## src/rtl/instruction_fetch_controller_pkg.sv

```systemverilog
// Shared types and constants for the instruction fetch controller slice:
// FSM state encoding, line geometry and PC field helpers.
package instruction_fetch_controller_pkg;

  localparam int INST_W      = 32;
  localparam int LINE_WORDS  = 4;
  localparam int LINE_ADDR_W = 6;
  localparam int LINE_W      = INST_W * LINE_WORDS;
  localparam int WORD_SEL_W  = $clog2(LINE_WORDS);

  typedef enum logic [1:0] {
    FETCH     = 2'b00,
    MISS_REQ  = 2'b01,
    MISS_WAIT = 2'b10
  } fetch_state_t;

  // Line address of a PC; bits above the 1 KiB window are deliberately dropped,
  // so PCs 1 KiB apart alias onto the same line.
  function automatic logic [LINE_ADDR_W-1:0] line_addr_of(input logic [INST_W-1:0] pc);
    return pc[9:4];
  endfunction

  // Word index of a PC inside its 16-byte line.
  function automatic logic [WORD_SEL_W-1:0] word_index_of(input logic [INST_W-1:0] pc);
    return pc[3:2];
  endfunction

  // Pick word 'sel' out of a line; word k lives at bits [32k+31:32k].
  function automatic logic [INST_W-1:0] select_word(input logic [LINE_W-1:0] line,
                                                    input logic [WORD_SEL_W-1:0] sel);
    logic [INST_W-1:0] word;
    word = line[INST_W-1:0];
    for (int k = 0; k < LINE_WORDS; k++) begin
      if (sel == WORD_SEL_W'(k)) begin
        word = line[k*INST_W +: INST_W];
      end
    end
    return word;
  endfunction

endpackage

```

## src/rtl/instruction_fetch_controller_line_buffer.sv

```systemverilog
// Single-line instruction buffer: holds one 128-bit line with its tag and
// valid bit, reports a hit for the looked-up line and selects the word.
module fetch_line_buffer
  import instruction_fetch_controller_pkg::*;
(
  input  logic                   CLK,
  input  logic                   RESET,
  input  logic                   fill_en,
  input  logic [LINE_ADDR_W-1:0] fill_tag,
  input  logic [LINE_W-1:0]      fill_line,
  input  logic [LINE_ADDR_W-1:0] lookup_tag,
  input  logic [WORD_SEL_W-1:0]  lookup_word,
  output logic                   hit,
  output logic [INST_W-1:0]      hit_word
);

  logic                   line_valid;
  logic [LINE_ADDR_W-1:0] line_tag;
  logic [LINE_W-1:0]      line_data;

  // Capture a returned line together with its tag; reset invalidates and clears it.
  always_ff @(posedge CLK or posedge RESET) begin
    if (RESET) begin
      line_valid <= 1'b0;
      line_tag   <= '0;
      line_data  <= '0;
    end else if (fill_en) begin
      line_valid <= 1'b1;
      line_tag   <= fill_tag;
      line_data  <= fill_line;
    end
  end

  // Tag compare and word select for the current PC.
  always_comb begin
    hit      = line_valid && (line_tag == lookup_tag);
    hit_word = select_word(line_data, lookup_word);
  end

endmodule

```

## src/rtl/instruction_fetch_controller.sv

```systemverilog
// Instruction fetch controller: keeps the PC, serves instructions from a
// one-line buffer and refills it from a 128-bit memory on a miss.
module instruction_fetch_controller
  import instruction_fetch_controller_pkg::*;
#(
  parameter logic [31:0] RESET_PC   = 32'h0000_0000,
  parameter int          MISS_CNT_W = 16
) (
  input  logic                   CLK,
  input  logic                   RESET,
  input  logic                   STALL,
  input  logic                   REDIRECT,
  input  logic [31:0]            REDIRECT_PC,
  output logic [31:0]            INSTRUCTION,
  output logic [31:0]            INST_PC,
  output logic                   INST_VALID,
  output logic                   MEM_READ,
  output logic [5:0]             MEM_ADDRESS,
  input  logic [127:0]           MEM_READINST,
  input  logic                   MEM_BUSYWAIT,
  output logic [MISS_CNT_W-1:0]  MISS_COUNT
);

  fetch_state_t          state;
  logic [31:0]           pc;
  logic                  buf_hit;
  logic [INST_W-1:0]     buf_word;
  logic                  fill_en;
  logic [31:0]           redirect_target;
  logic [MISS_CNT_W-1:0] miss_count_next;
  logic                  redirect_pc_unused;

  fetch_line_buffer u_line_buffer (
    .CLK         (CLK),
    .RESET       (RESET),
    .fill_en     (fill_en),
    .fill_tag    (MEM_ADDRESS),
    .fill_line   (MEM_READINST),
    .lookup_tag  (line_addr_of(pc)),
    .lookup_word (word_index_of(pc)),
    .hit         (buf_hit),
    .hit_word    (buf_word)
  );

  // Fill strobe, word-aligned redirect target and saturating miss-count increment.
  always_comb begin
    fill_en            = (state == MISS_WAIT) && !MEM_BUSYWAIT;
    redirect_target    = {REDIRECT_PC[31:2], 2'b00};
    redirect_pc_unused = ^REDIRECT_PC[1:0];
    miss_count_next    = (&MISS_COUNT) ? MISS_COUNT : MISS_COUNT + MISS_CNT_W'(1);
  end

  // Fetch FSM: PC, registered instruction outputs, memory request and miss counter.
  always_ff @(posedge CLK or posedge RESET) begin
    if (RESET) begin
      state       <= FETCH;
      pc          <= RESET_PC;
      INSTRUCTION <= '0;
      INST_PC     <= '0;
      INST_VALID  <= 1'b0;
      MEM_READ    <= 1'b0;
      MEM_ADDRESS <= '0;
      MISS_COUNT  <= '0;
    end else begin
      case (state)
        FETCH: begin
          if (REDIRECT) begin
            pc         <= redirect_target;
            INST_VALID <= 1'b0;
          end else if (STALL) begin
            state <= FETCH;
          end else if (buf_hit) begin
            INSTRUCTION <= buf_word;
            INST_PC     <= pc;
            INST_VALID  <= 1'b1;
            pc          <= pc + 32'd4;
          end else begin
            MEM_READ    <= 1'b1;
            MEM_ADDRESS <= line_addr_of(pc);
            MISS_COUNT  <= miss_count_next;
            INST_VALID  <= 1'b0;
            state       <= MISS_REQ;
          end
        end
        MISS_REQ: begin
          if (MEM_BUSYWAIT) begin
            state <= MISS_WAIT;
          end
          if (REDIRECT) begin
            pc         <= redirect_target;
            INST_VALID <= 1'b0;
          end else if (!STALL) begin
            INST_VALID <= 1'b0;
          end
        end
        MISS_WAIT: begin
          if (!MEM_BUSYWAIT) begin
            MEM_READ <= 1'b0;
            state    <= FETCH;
          end
          if (REDIRECT) begin
            pc         <= redirect_target;
            INST_VALID <= 1'b0;
          end else if (!STALL) begin
            INST_VALID <= 1'b0;
          end
        end
        default: begin
          state    <= FETCH;
          MEM_READ <= 1'b0;
        end
      endcase
    end
  end

endmodule

```

## config.mk

```make
export PLATFORM = sky130hd
export DESIGN_NAME = instruction_fetch_controller
export DESIGN_NICKNAME = d
export VERILOG_FILES = /design/src/rtl/instruction_fetch_controller_pkg.sv /design/src/rtl/instruction_fetch_controller_line_buffer.sv /design/src/rtl/instruction_fetch_controller.sv
export SDC_FILE = /design/constraint.sdc
export NUM_CORES = 1
export LEC_CHECK = 0
export ABC_AREA = 1
export BUFFER_PORTS_ARGS = -buffer_cell sky130_fd_sc_hd__buf_4
export CAP_MARGIN = 20
export CORE_MARGIN = 2
export CORE_UTILIZATION = 40
export CTS_BUF_LIST = sky130_fd_sc_hd__clkbuf_8 sky130_fd_sc_hd__clkbuf_16
export DETAILED_ROUTE_END_ITERATION = 8
export GPL_ROUTABILITY_DRIVEN = 0
export PLACE_DENSITY = 0.73
export SETUP_SLACK_MARGIN = 0.15
export SLEW_MARGIN = 10
export SYNTH_ARGS = -nofsm -noshare
export SYNTH_HDL_FRONTEND = slang
export SYNTH_SLANG_ARGS = --single-unit
```

## constraint.sdc

```tcl
create_clock -name CLK -period 8.37 [get_ports CLK]
set_clock_uncertainty 0.2 [all_clocks]
set_input_delay 0.837 -clock CLK [delete_from_list [all_inputs] [get_ports CLK]]
set_output_delay 0.837 -clock CLK [all_outputs]
set_load 0.02 [all_outputs]
```

==> impl_summary.log <==
[metrics] share of the core filled with cells in the final layout: 0.5125
[metrics] Worst path top cell family by delay: buffers and inverters
[metrics] crit path capture type: flop
[metrics] Die Wd: 178.5 microns
[metrics] fraction of the cycle the final worst path needs: 0.3683
[metrics] clock network latency to the later pin of the worst-skew pair: 550 ps
[metrics] vias after detailed routing: 9733
[metrics] clock buffers created by TritonCTS: 29
[metrics] full die area: 31850 sq um
[metrics] layout cell share with drive strength beyond 1: 0.3010
[metrics] clock transition at the registers of the reported paths: 60 ps
[metrics] dpl hpwl: 21.61 mm
[metrics] peak clock frequency supported by timing: 324.4 MHz
[metrics] Min Clock Period, post-route: 3083 ps
[metrics] total standard cell area after synthesis: 12180 sq um
[metrics] Worst Path Arrival: 3310 ps
[metrics] cell area power density: 365.8 nW/um^2
[metrics] 1st-pass router iterations: 5
[metrics] clock root buffer: clkbuf_16
[metrics] largest buffer count on any clock path: 3
[metrics] endpoint of the worst register-to-register path: u_line_buffer.line_data[21]
[metrics] count of inserted antenna diode cells: 0
[metrics] VDD IR max: 0.2244 mV
[metrics] antenna violations before repair: 0
[metrics] post-DR vias/cell: 5.004
[metrics] wire length of the first global-routing pass: 49.82 mm
[metrics] sequential cell area fraction in the yosys report: 0.5199
[metrics] gr ovfl total: 0
[metrics] library cell occupying the most area in the post-synthesis netlist: dfrtp_1
[metrics] highest cell delay on the worst timing path: 940 ps
[metrics] number of levels the H-tree was split into: 1
[metrics] # DRC: 0
[metrics] internal reg-to-reg setup slack: 5290 ps
[metrics] slowest cell on the critical path: buf_4
[metrics] relative slew slack: 0.2557
[metrics] Worst EP required: 8600 ps
[metrics] leading cell types by total area after synthesis: dfrtp_1, mux2_2, nand2_1, nor2_1, nand3_1
[metrics] number of register bits inferred by synthesis: 253
[metrics] area fraction of the dominant cell type after synthesis: 0.5199
[metrics] number of primary I/O pins: 253
[metrics] Gate Count Post-Synth: 1309
[metrics] clock tree from TritonCTS: yes
[metrics] count of unique library cells instantiated by Yosys: 34
[metrics] final setup fails: 0
[metrics] Final Hold Viols: 0
[metrics] row count: 63
[metrics] Initial Util: 0.4087
[metrics] Post-Syn Area per Cell: 9.302 sq um
[metrics] largest net degree at the start of global routing: 128
[metrics] floorplan die height: 178.5 microns
[metrics] post-CTS setup buffers: 0
[metrics] final WL: 31.46 mm
[metrics] clock sink count: 253
[metrics] core region area: 29800 sq um
[metrics] Hold Crit Class: in -> async
[metrics] actual slew at the worst max-slew pin: 1116 ps
[metrics] hold_ws: 258.2 ps
[metrics] GRT Resource Usage Total: 0.1952
[metrics] Buf/Inv on CP: 2
[metrics] setup repair after global routing missed its margin: false
[metrics] net count of the finished layout: 1707
[metrics] buffers added on ports: 248
[metrics] number of global-route vias before repair: 9663
[metrics] ordered cell list for the critical path: inv_1 -> ha_1 -> nand2_4 -> buf_4 -> mux2_2
[metrics] Slew Limit Fails: 0
[metrics] Iter 0 DRT Violations: 523
[metrics] most frequent standard cell in the layout excluding fill and tap cells: nand2_1
[metrics] P_leak: 7.294 nW
[metrics] WL per Instance: 16.17 microns
[metrics] status: finished, final reports clean
[metrics] peak fanout along the critical path: 87
[metrics] count of hold-fix buffers inserted at cts: 0
[metrics] source of the worst register-to-register timing path: state[0]
[metrics] number of max-capacitance violations reported: 0
[metrics] number of cells traversed by the worst register-to-register path: 5
[metrics] most frequent cells in the layout: nand2_1, buf_4, dfrtp_1
[metrics] number of nets with antenna violations after routing: 0
[metrics] area added between synthesis and finish: 25.41%
[metrics] category of the worst setup path launch point: flop
[metrics] post-cts gate resize count: 0
[metrics] setup TNS: 0 ps
[metrics] Warnings, synthesis: 0
[metrics] critical path class: reg -> reg
## metal layers
metal | vias to the layer above | share of wire | track usage
li1 | 4739 | - | -
met1 | 4645 | 0.43 | 0.2566
met2 | 290 | 0.47 | 0.3166
met3 | 59 | 0.072 | 0.04881
met4 | 0 | 0.031 | 0.06233
met5 | - | 0 | 0
## where the power goes
part | switching (mW) | internal, mW | leakage [nW]
combinational | 1.20 | 0.962 | 3.62
sequential | 0.354 | 1.77 | 3.17
clock | 0.513 | 0.778 | 0.505
total | 2.07 | 3.51 | 7.29
## synth_stat cells
cell and n:
a21oi_1 11, a22o_1 2, a22oi_1 1, buf_1 7
buf_2 15, buf_4 2, buf_6 10, clkbuf_1 30
clkinv_1 1, conb_1 1, dfrtp_1 253, ha_1 8
inv_1 66, inv_2 7, mux2_2 128, mux2i_1 33
nand2_1 350, nand2_2 2, nand3_1 69, nand3_2 5
nand3b_1 1, nand4_1 2, nand4_2 1, nor2_1 137
nor2_2 3, nor2_4 2, nor3_1 5, o21ai_0 36
o21ai_1 64, o21bai_1 1, o31ai_1 32, or2_2 9
xnor2_1 5, xor2_1 10
## per-stage QoR
stage | cells | setup WS (ps) | cell area (sq um) | total power [mW]
floorplan | 1310 | 376.3 | 12180 | 3.624
global placement | 1893 | 5053 | 14290 | 4.241
detailed placement | 1893 | 5033 | 14290 | 4.330
CTS | 1945 | 5273 | 15270 | 5.653
global route | 1945 | 5120 | 15270 | 5.995
finish | 1945 | 5287 | 15270 | 5.587
## cell type report
cell class                 count  area (sq um)
sequential                   253          6331
multi-input combinational    919          5251
timing repair buffer         257          1929
tap                          390         488.0
clock buffer                  35         808.3
inverter                      74         285.3
fill                        2782         14530
clock inverter                17         177.7
## state kept, by name, indices dropped and copies added, names as in the netlist
register / flops
INST_PC: 30
MEM_READ: 1
INST_VALID: 1
u_line_buffer.line_valid: 1
u_line_buffer.line_tag: 6
INSTRUCTION: 32
MISS_COUNT: 16
state: 2
MEM_ADDRESS: 6
pc: 30
u_line_buffer.line_data: 128
## worst max path at each step
stage                     slack [ps]                          end         start  depth (start not counted)
final                           5290  u_line_buffer.line_data[21]      state[0]                          5
after global routing            5120  u_line_buffer.line_data[21]      state[0]                          5
after CTS                       5270  u_line_buffer.line_data[21]      state[0]                          5
after detailed placement        5030  u_line_buffer.line_data[21]  MEM_BUSYWAIT                          5
after global placement          5050  u_line_buffer.line_data[20]  MEM_BUSYWAIT                          5
after floorplan                  380               INSTRUCTION[0]         RESET                          1
## kinds of logic after synthesis
kind of cell,count (synthesis),share of synthesized area
AO/OA/AOI/OAI,147,0.06802
multiplexers,161,0.1455
other,1,0.0003080
adder cells (fa/ha/maj),8,0.008221
XOR/XNOR,15,0.01079
flip-flops,253,0.5199
AND/OR/NAND/NOR,586,0.1964
buffers and inverters,138,0.05086
No activity file was read; power rests on OpenSTA's default activity.
